==> config.mk <==
export PLATFORM = sky130hd
export DESIGN_NAME = serial_adder
export DESIGN_NICKNAME = d
export VERILOG_FILES = /design/src/rtl/serial_adder.sv
export SDC_FILE = /design/constraint.sdc
export NUM_CORES = 1
export LEC_CHECK = 0
export CORE_ASPECT_RATIO = 0.7
export CORE_MARGIN = 5
export CORE_UTILIZATION = 50
export CTS_CLUSTER_DIAMETER = 80
export CTS_CLUSTER_SIZE = 28
export DETAILED_ROUTE_END_ITERATION = 6
export GPL_TIMING_DRIVEN = 0
export PLACE_DENSITY = 0.8
export SYNTH_ARGS = -nofsm -noshare
export SYNTH_HDL_FRONTEND = slang
export SYNTH_SLANG_ARGS = --single-unit
export TNS_END_PERCENT = 20
==> constraint.sdc <==
create_clock -name clk -period 1.8 [get_ports clk]
set_input_delay 0.54 -clock clk [delete_from_list [all_inputs] [get_ports clk]]
set_output_delay 0.54 -clock clk [all_outputs]
set_load 0.02 [all_outputs]
==> src/rtl/serial_adder.sv <==
// Bit-serial adder: adds two WIDTH-bit operands plus carry-in, one bit per clock,
// LSB first, through a single full-adder cell with a registered carry feedback.
module serial_adder #(
  parameter int unsigned WIDTH = 8
) (
  input  logic             clk,
  input  logic             rst,
  input  logic             start,
  input  logic [WIDTH-1:0] x,
  input  logic [WIDTH-1:0] y,
  input  logic             c_in,
  output logic             busy,
  output logic             done,
  output logic [WIDTH-1:0] s,
  output logic             c_out
);

  localparam int unsigned CntW = (WIDTH > 1) ? $clog2(WIDTH) : 1;
  localparam logic [CntW-1:0] LastBit = CntW'(WIDTH - 1);

  localparam logic [1:0] StIdle = 2'd0;
  localparam logic [1:0] StRun  = 2'd1;
  localparam logic [1:0] StDone = 2'd2;

  logic [1:0]       state_q, state_d;
  logic [WIDTH-1:0] a_q, a_d;
  logic [WIDTH-1:0] b_q, b_d;
  logic [WIDTH-1:0] psum_q, psum_d;
  logic [WIDTH-1:0] s_q, s_d;
  logic [CntW-1:0]  cnt_q, cnt_d;
  logic             carry_q, carry_d;
  logic             c_out_q, c_out_d;

  logic fa_s;
  logic fa_c;

  // Full-adder bit-cell fed from the operand LSBs and the carry flop.
  always_comb begin
    fa_s = a_q[0] ^ b_q[0] ^ carry_q;
    fa_c = (a_q[0] & b_q[0]) | (a_q[0] & carry_q) | (b_q[0] & carry_q);
  end

  // Next-state: operand capture, per-bit shifting and result commit.
  always_comb begin
    state_d = state_q;
    a_d     = a_q;
    b_d     = b_q;
    psum_d  = psum_q;
    s_d     = s_q;
    cnt_d   = cnt_q;
    carry_d = carry_q;
    c_out_d = c_out_q;
    unique case (state_q)
      StIdle: begin
        if (start) begin
          a_d     = x;
          b_d     = y;
          carry_d = c_in;
          cnt_d   = '0;
          state_d = StRun;
        end
      end
      StRun: begin
        // Sum bit enters at the MSB so after WIDTH steps bit 0 lands at index 0.
        psum_d            = psum_q >> 1;
        psum_d[WIDTH-1]   = fa_s;
        a_d               = a_q >> 1;
        b_d               = b_q >> 1;
        carry_d           = fa_c;
        cnt_d             = cnt_q + 1'b1;
        if (cnt_q == LastBit) begin
          s_d     = psum_d;
          c_out_d = fa_c;
          state_d = StDone;
        end
      end
      StDone: begin
        state_d = StIdle;
      end
      default: begin
        state_d = StIdle;
      end
    endcase
  end

  // State registers with synchronous reset; reset also aborts a running addition.
  always_ff @(posedge clk) begin
    if (rst) begin
      state_q <= StIdle;
      a_q     <= '0;
      b_q     <= '0;
      psum_q  <= '0;
      s_q     <= '0;
      cnt_q   <= '0;
      carry_q <= 1'b0;
      c_out_q <= 1'b0;
    end else begin
      state_q <= state_d;
      a_q     <= a_d;
      b_q     <= b_d;
      psum_q  <= psum_d;
      s_q     <= s_d;
      cnt_q   <= cnt_d;
      carry_q <= carry_d;
      c_out_q <= c_out_d;
    end
  end

  // Outputs decode directly from registered state and result.
  always_comb begin
    busy  = (state_q == StRun);
    done  = (state_q == StDone);
    s     = s_q;
    c_out = c_out_q;
  end

endmodule
Word-level counts from Yosys, hierarchy flattened --
Cells that the tools add are included.
Operators by class: mux-type cells 11, reductions and logical operators 5, bitwise operators 7, add/sub/neg operators 1, equality and inequality tests 5
Operators by type and width (count):
- 8-bit case mux with 2 select lines | 2
- 8-bit 2-to-1 mux | 2
- 3-bit case mux with 2 select lines | 1
- 2-bit AND reduction | 3
- 2-bit 2-to-1 mux | 2
- 2-bit case mux with 2 select lines | 1
- 3-bit by 1-bit adder with 3-bit output (second input constant) | 1
- 1-bit bitwise AND | 3
- 3-bit == test (second input constant) | 1
- 3-bit 2-to-1 mux | 1
- 2-bit by 1-bit == test with 1-bit output (second input constant) | 1
- 2-bit == test (second input constant) | 1
- 2-bit logical NOT | 1
- 2-bit by 1-bit inequality test with 1-bit output (second input constant) | 1
- 2-bit inequality test (second input constant) | 1
- 1-bit bitwise OR | 2
- 1-bit case mux with 2 select lines | 1
- 2-bit nonzero test | 1
- 1-bit XOR | 2
- 1-bit 2-to-1 mux | 1
Storage, ports and cells: word-level logic and storage cells 37, register bits after elaboration 39, input port bits 20, output and inout port bits 11

Logic depth before layout (Yosys ltp) --
Gate-level depths: netlist (run 1).
depth in word-level cells 4, mapped depth 6, mapped depth without buffers 5

Worst setup path before layout (run 1) --
OpenSTA, ideal clock, no wires.
kind register to output, start register state_q[0], end output port done, stages on the path, launching flop included 3, slack 0.444 ns, data arrival time 0.816 ns, cells stage by stage dfxtp_1 buf_4 nor2b_1
Between the ends: longest elaborated chain between the ends 1
Ends and longest elaborated chain:
- start: declaration | line 25 | logic [1:0] state_q, state_d;
- start signal: assignment | line 89 | state_q <= StIdle;
- start signal: assignment | line 98 | state_q <= state_d;
- 2-bit == test | line 112 | done = (state_q == StDone);
- end: declaration | line 13 | output logic done,
No other way between the ends.

Final worst setup path (run 1) --
start register state_q[1], end output port busy
Between the ends: longest elaborated chain between the ends 1
Ends and longest elaborated chain:
- 2-bit by 1-bit == test with 1-bit output | line 111 | busy = (state_q == StRun);
- end: declaration | line 12 | output logic busy,
No other way between the ends.

==> results_dict.tcl, run 1 <==
set metrics [dict create \
    power_density_nw_per_um2 846.0 \
    insertion_delay_ns 0.29 \
    areaGrowthSynthToFinish_pct 27.95 \
    io_buffer_count 29 \
    crit_fanout 10 \
    viasPerCell 5.249 \
    die_h_um 57.37 \
    placementRows 17 \
    seq_area_frac_synth_pct 47.46 \
    cts_buffer_depth 2 \
    drt_first_pass_iters 4 \
    worstReg2RegStart "cnt_q[0]" \
    hp-class "flip-flop to flip-flop" \
    grt_pass1_vias 1279 \
    max-cap-violations 0 \
    gp_congestion 0.7842 \
    cp.required_ns 1.26 \
    regToRegSetupSlack_ns 0.41 \
    end_kind "output port" \
    synth_edf_count 0 \
    yosys_warnings 0 \
    drive_gt1_share_pct 18.72 \
    worstPathBufferInverterCount 4 \
    cts.sinks 38 \
    syn_nets 189 \
    min-delay-start "s[3]" \
    worstMarginPinSlew_ns 0.7258 \
    synth.most_common_cell "dfxtp_1" \
    worst_path_most_repeated_cell "buf_6" \
    finalSetupViolations 0 \
    crit_type "flip-flop to output port" \
    startpoint_type "flip-flop" \
    leakagePower_uw 0.0009044 \
    drt_iter0_drc 80 \
    fmax_ghz 0.5652 \
    crit_chain "nand2b_1, buf_6, inv_2, buf_6, buf_6" \
    grt_max_degree 12 \
    synth-seq-cells 38 \
    core_area_um2 3105 \
    setup_tns_ns 0 \
    die_x_um 77.67 \
    fin_crit_ns 1.769 \
    antenna_found_initial 0 \
    antenna_cells 0 \
    fin_nets 225 \
    ys.flop_type "dfxtp_1" \
    rsz0062_at_grt "yes" \
    final_area_um2 2051 \
    whs_path_depth 2 \
    relSlewSlack_pct 51.61 \
    place_area_um2 1941 \
    ys_top_cells_by_area "dfxtp_1 47%, a211oi_2 11%, mux2i_1 9.4%" \
    cts_inserted_buffers 5 \
    num_vias 1265 \
    drv_slew 0 \
    irDropWorstVdd_v 0.0005214 \
    hold_viol 0 \
    outcome "finished, final reports clean" \
    pin_count 31 \
    worstReg2RegEnd "s[7]" \
    synth_common_cells "38 x dfxtp_1, 32 x nand2_1, 21 x nor2_1" \
    synthesis.area_um2 1603 \
    worstRegToRegCells 6 \
    ys_types 22 \
    clk_pin_slew_worst_paths_ns 0.07 \
    post-route-period-util_pct 98.29 \
    post_cts_buffers 0 \
    crit_slowest_cell "dfxtp_2" \
    dpl.hpwl_mm 2.506 \
    routed_wl_mm 3.401 \
    crit_arrival_ns 1.23 \
    routedWlPerCell_um 14.11 \
    cts_tree "built" \
    die-area_um2 4456 \
    crit_family "buffers and inverters" \
    holdPathEnd "s[3]" \
    holdBufCountCts 0 \
    htree_levels 2 \
    worst_slack_ns 0.03077 \
    yosysTopAreaCellShare_pct 47.46 \
    synthCells 166 \
    cts_root_buffer "clkbuf_8" \
    fillers 258 \
    slowest_delay_ns 0.34 \
    grt_usage_pct 16.84 \
    drc_errors 0 \
    synth_top_area_cell "dfxtp_1" \
    start_util_pct 51.61 \
    grt_pass1_wl_mm 5.871 \
    syn_area_per_cell_um2 9.655 \
    antenna_left 0 \
    finClkSkew_ns 0.004988 \
    p_total_uw 1735 \
    dp_slack_ns -0.1769 \
    overflow 0 \
    async_reset_ff_share_pct 0 \
]
==> through the flow <==
| stage | instances | utilization (%) | hold WS [ns] |
|---|---|---|---|
| 2_1_floorplan | 166 | - | 0.4321 |
| 3_3_place_gp | 233 | 62.49 | 0.4437 |
| 3_5_place_dp | 233 | 62.49 | 0.4485 |
| 4_1_cts | 241 | 65.43 | 0.4578 |
| 5_1_grt | 241 | 66.04 | 0.4770 |
| 6_report | 241 | 66.04 | 0.4545 |
==> kinds of logic after synthesis <==
| logic type | count (synthesis) | share of synthesized area, % |
|---|---|---|
| fa+ha+maj | 3 | 2.810 |
| buf+inv | 13 | 4.918 |
| simple gates | 58 | 14.91 |
| mux | 15 | 9.367 |
| flops | 38 | 47.46 |
| compound gates | 39 | 20.53 |
==> worst max path at each step <==
stage,from,end,slack [ns],depth (start not counted)
after CTS,s[4],s[4],0.0006,1
after global placement,state_q[1],busy,-0.18,5
after detailed placement,state_q[1],busy,-0.18,5
after floorplan,state_q[0],done,0.44,2
final,state_q[1],busy,0.03,5
after global routing,state_q[1],busy,-0.03,5
==> power breakdown <==
part | switching [uW] | internal [uW] | leakage, uW | total, uW
clock network | 289 | 309 | 0.0000482 | 598
registers | 25.0 | 881 | 0.000312 | 906
logic | 115 | 116 | 0.000545 | 231
total | 429 | 1310 | 0.000904 | 1730
==> sequential cells by signal (all words and copies together) (netlist names) <==
register and flops:
cnt_q 3, s 8, b_q 8, psum_q 7, state_q 2, c_out 1, a_q 8, carry_q 1
==> cells in the final DEF, fill, tap and decap left out, drive strengths merged <==
cell           count
mux2i             15
inv                1
dfxtp             38
ha                 2
dlymetal6s2s       7
a211oi            17
nor3b              1
and3b              1
fa                 1
nand2b             1
o21ba              1
a21oi             16
clkdlybuf4s50     19
clkbuf            10
clkinv             1
nand3b             1
buf               11
nor2              21
a22oi              4
nor2b              1
nand2             32
dlygate4sd2        1
o21bai             1
==> routing by layer <==
metal | vias up | track usage, % | part of all wire [%]
met5 | - | 0 | 0
met4 | 0 | 5.147 | 1.4
met3 | 6 | 6.625 | 5.4
met2 | 30 | 25.68 | 47
met1 | 582 | 21.99 | 46
li1 | 647 | - | -
==> worst min-delay path, cell delays in order (launching register included) <==
cell     delay [ns]
dfxtp_1        0.31
nand2_1        0.05
a21oi_1        0.05
==> cell type report <==
type,instances,area [um2],area share (%)
Tap cell,38,47.55,2.318
Inverter,1,3.754,0.1830
Sequential cell,38,763.2,37.22
Clock buffer,7,86.33,4.210
Clock inverter,1,5.005,0.2441
Multi-Input combinational cell,115,763.2,37.22
Buffer,12,78.83,3.844
Timing Repair Buffer,29,302.8,14.77
==> timing repair <==
action / 4_1_cts / 5_1_grt
hold endpoints to repair: 0 / 0
gates resized for setup: 13 / 8
cloned: 0 / 0
setup endpoints to repair: 3 / 8
(Power assumes the default switching activity.)
==> inputs of run 2 (changes only) <==
--- a/config.mk
+++ b/config.mk
@@ -11,6 +11,7 @@
 export CTS_CLUSTER_DIAMETER = 80
 export CTS_CLUSTER_SIZE = 28
 export DETAILED_ROUTE_END_ITERATION = 6
+export GPL_ROUTABILITY_DRIVEN = 0
 export GPL_TIMING_DRIVEN = 0
 export PLACE_DENSITY = 0.8
 export SYNTH_ARGS = -nofsm -noshare
==> results of run 2 <==
Same layout as run 1: the final DEF is identical, and so are final timing and power.
==> inputs of run 3 (changes only) <==
--- a/config.mk
+++ b/config.mk
@@ -6,8 +6,8 @@
 export NUM_CORES = 1
 export LEC_CHECK = 0
 export CORE_ASPECT_RATIO = 0.7
-export CORE_MARGIN = 5
 export CORE_UTILIZATION = 50
+export CTS_BUF_LIST = sky130_fd_sc_hd__clkbuf_4 sky130_fd_sc_hd__clkbuf_8 sky130_fd_sc_hd__clkbuf_16
 export CTS_CLUSTER_DIAMETER = 80
 export CTS_CLUSTER_SIZE = 28
 export DETAILED_ROUTE_END_ITERATION = 6
==> run 3 against run 2 <==
  * Fmax decreased by 0.40%
  * Largest power group unchanged
  * Power is 8.1% higher
  * Final area grew 1.7%
  * Sequential share of layout area fell by 0.63 points
  * Combinational power increased by 3%
  * Clock skew up 0.0014 ns
  * Register-to-register slack improved by 0.02 ns
  * Die area shrank 23%
  * Worst hold slack improved by 0.00067 ns
  * Critical endpoint is now s[0]
  * Count of clock-buffer cells in the layout unchanged
  * Non-clock buffer count rose by 2
  * Utilization up 5.3 points
==> results_dict.tcl, run 3 (same netlist as run 1, synthesis figures left out) <==
set metrics [dict create \
    overflow 0 \
    start_util_pct 54.84 \
    post-route-period-util_pct 98.68 \
    cts_tree "built" \
    hp-class "flip-flop to flip-flop" \
    hold_viol 0 \
    fmax_ghz 0.5630 \
    core_area_um2 2923 \
    finalSetupViolations 0 \
    dp_slack_ns -0.1817 \
    grt_use_met2_pct 35.92 \
    cts_root_buffer "clkbuf_8" \
    rsz0062_at_grt "yes" \
    min-delay-start "c_out" \
    worst_slack_ns 0.02371 \
    antenna_found_initial 0 \
    power_density_nw_per_um2 898.9 \
    cts_buffer_depth 2 \
    routedWlPerCell_um 14.07 \
    grt_util_met3_pct 5.785 \
    crit_chain "clkdlybuf4s50_1" \
    holdBufCountCts 0 \
    crit_type "flip-flop to output port" \
    clk_pin_slew_worst_paths_ns 0.07 \
    startpoint_type "flip-flop" \
    cts_inserted_buffers 5 \
    antenna_left 0 \
    max-cap-violations 0 \
    outcome "finished, final reports clean" \
    irDropWorstVdd_v 0.0005269 \
    grt_max_degree 12 \
    drc_errors 0 \
    worstMarginPinSlew_ns 0.6884 \
    crit_fanout 2 \
    drv_slew 0 \
    die_x_um 69.67 \
    worstPathBufferInverterCount 1 \
    leakagePower_uw 0.0008621 \
    areaGrowthSynthToFinish_pct 30.13 \
    worstRegToRegCells 6 \
    dpl.hpwl_mm 2.401 \
    insertion_delay_ns 0.29 \
    grt_pass1_vias 1259 \
    whs_path_depth 2 \
    final_common_cell "dfxtp_1" \
    io_buffer_count 29 \
    finClkSkew_ns 0.006345 \
    fin_nets 227 \
    fin_crit_ns 1.776 \
    placementRows 16 \
    die-area_um2 3440 \
    crit_slowest_cell "clkdlybuf4s50_1" \
    num_vias 1275 \
    cp.required_ns 1.26 \
    grt_usage_pct 21.65 \
    holdPathEnd "c_out" \
    end_kind "output port" \
    grt_pass1_wl_mm 5.733 \
    routed_wl_mm 3.392 \
    die_h_um 49.37 \
    worstReg2RegStart "cnt_q[0]" \
    relSlewSlack_pct 54.11 \
    worstReg2RegEnd "s[5]" \
    viasPerCell 5.290 \
    crit_arrival_ns 1.24 \
    regToRegSetupSlack_ns 0.43 \
    htree_levels 2 \
    top_usage_layer "met2" \
    p_total_uw 1875 \
    fin_util_pct 71.36 \
    drt_first_pass_iters 4 \
    final_cell_mix "36 x dfxtp_1, 32 x nand2_1, 23 x clkdlybuf4s50_1, 21 x nor2_1, 16 x a21oi_1" \
    antenna_cells 0 \
    drive_gt1_share_pct 20.00 \
    crit_family "buffers and inverters" \
    cts.sinks 38 \
    slowest_delay_ns 0.61 \
    drt_iter0_drc 69 \
    pin_count 31 \
    use_met1_pct 27.23 \
]
==> run 3: changes by cell type in the layout (fill, tap and decap cells not counted), sizes merged <==
| cell | delta |
|---|---|
| clkdlybuf4s50 | +4 |
| dlymetal6s2s | -3 |
| buf | +1 |
| bufinv | +1 |
| clkdlybuf4s15 | +1 |
| clkinv | -1 |
| dlygate4sd2 | -1 |
==> run 3: power breakdown <==
| part | total, uW | switching (uW) | internal, uW |
|---|---|---|---|
| sequential | 908 | 26.5 | 881 |
| combinational | 237 | 117 | 120 |
| clock | 730 | 286 | 445 |
| total | 1870 | 429 | 1450 |
==> run 3: what timing repair did <==
item,CTS,global route
gates cloned,0,0
setup buffers,0,2
gates resized for setup,10,6
setup endpoints to repair,2,6
==> run 3: stage by stage <==
stage / hold WS, ns / TNS [ns] / cell area [um2] / std cells
after CTS: 0.4572 / 0 / 2056 / 239
final: 0.4552 / 0 / 2086 / 241
after floorplan: 0.4321 / 0 / 1603 / 166
after global routing: 0.4866 / -0.004247 / 2086 / 241
after global placement: 0.4430 / -0.1677 / 1938 / 231
after detailed placement: 0.4478 / -0.1927 / 1938 / 231
==> run 3: final cells by class <==
class / instances / area, um2
plain buffers: 12 / 78.83
clock buffers: 7 / 83.83
clock inverters: 1 / 30.03
fillers: 216 / 837.1
inverters: 1 / 3.754
multi-input cells: 115 / 763.2
flip-flops and latches: 38 / 763.2
well taps: 36 / 45.04
repair buffers: 31 / 317.8
==> run 3: how the worst max path moves through the flow <==
stage                     from    to  slack (ns)  cells past startpoint
CTS                 state_q[1]  busy       0.004                      5
global route        state_q[1]  busy      -0.004                      5
detailed placement  state_q[1]  busy       -0.18                      5
finish                    s[0]  s[0]        0.02                      1
floorplan           state_q[0]  done        0.44                      2
global placement    state_q[1]  busy       -0.17                      5
==> run 3: per-layer routing <==
metal  routed length [um]  part of all wire, %
met2                 1515                   45
met5                    0                    0
met3                  198                  5.8
met4                   45                  1.3
met1                 1632                   48
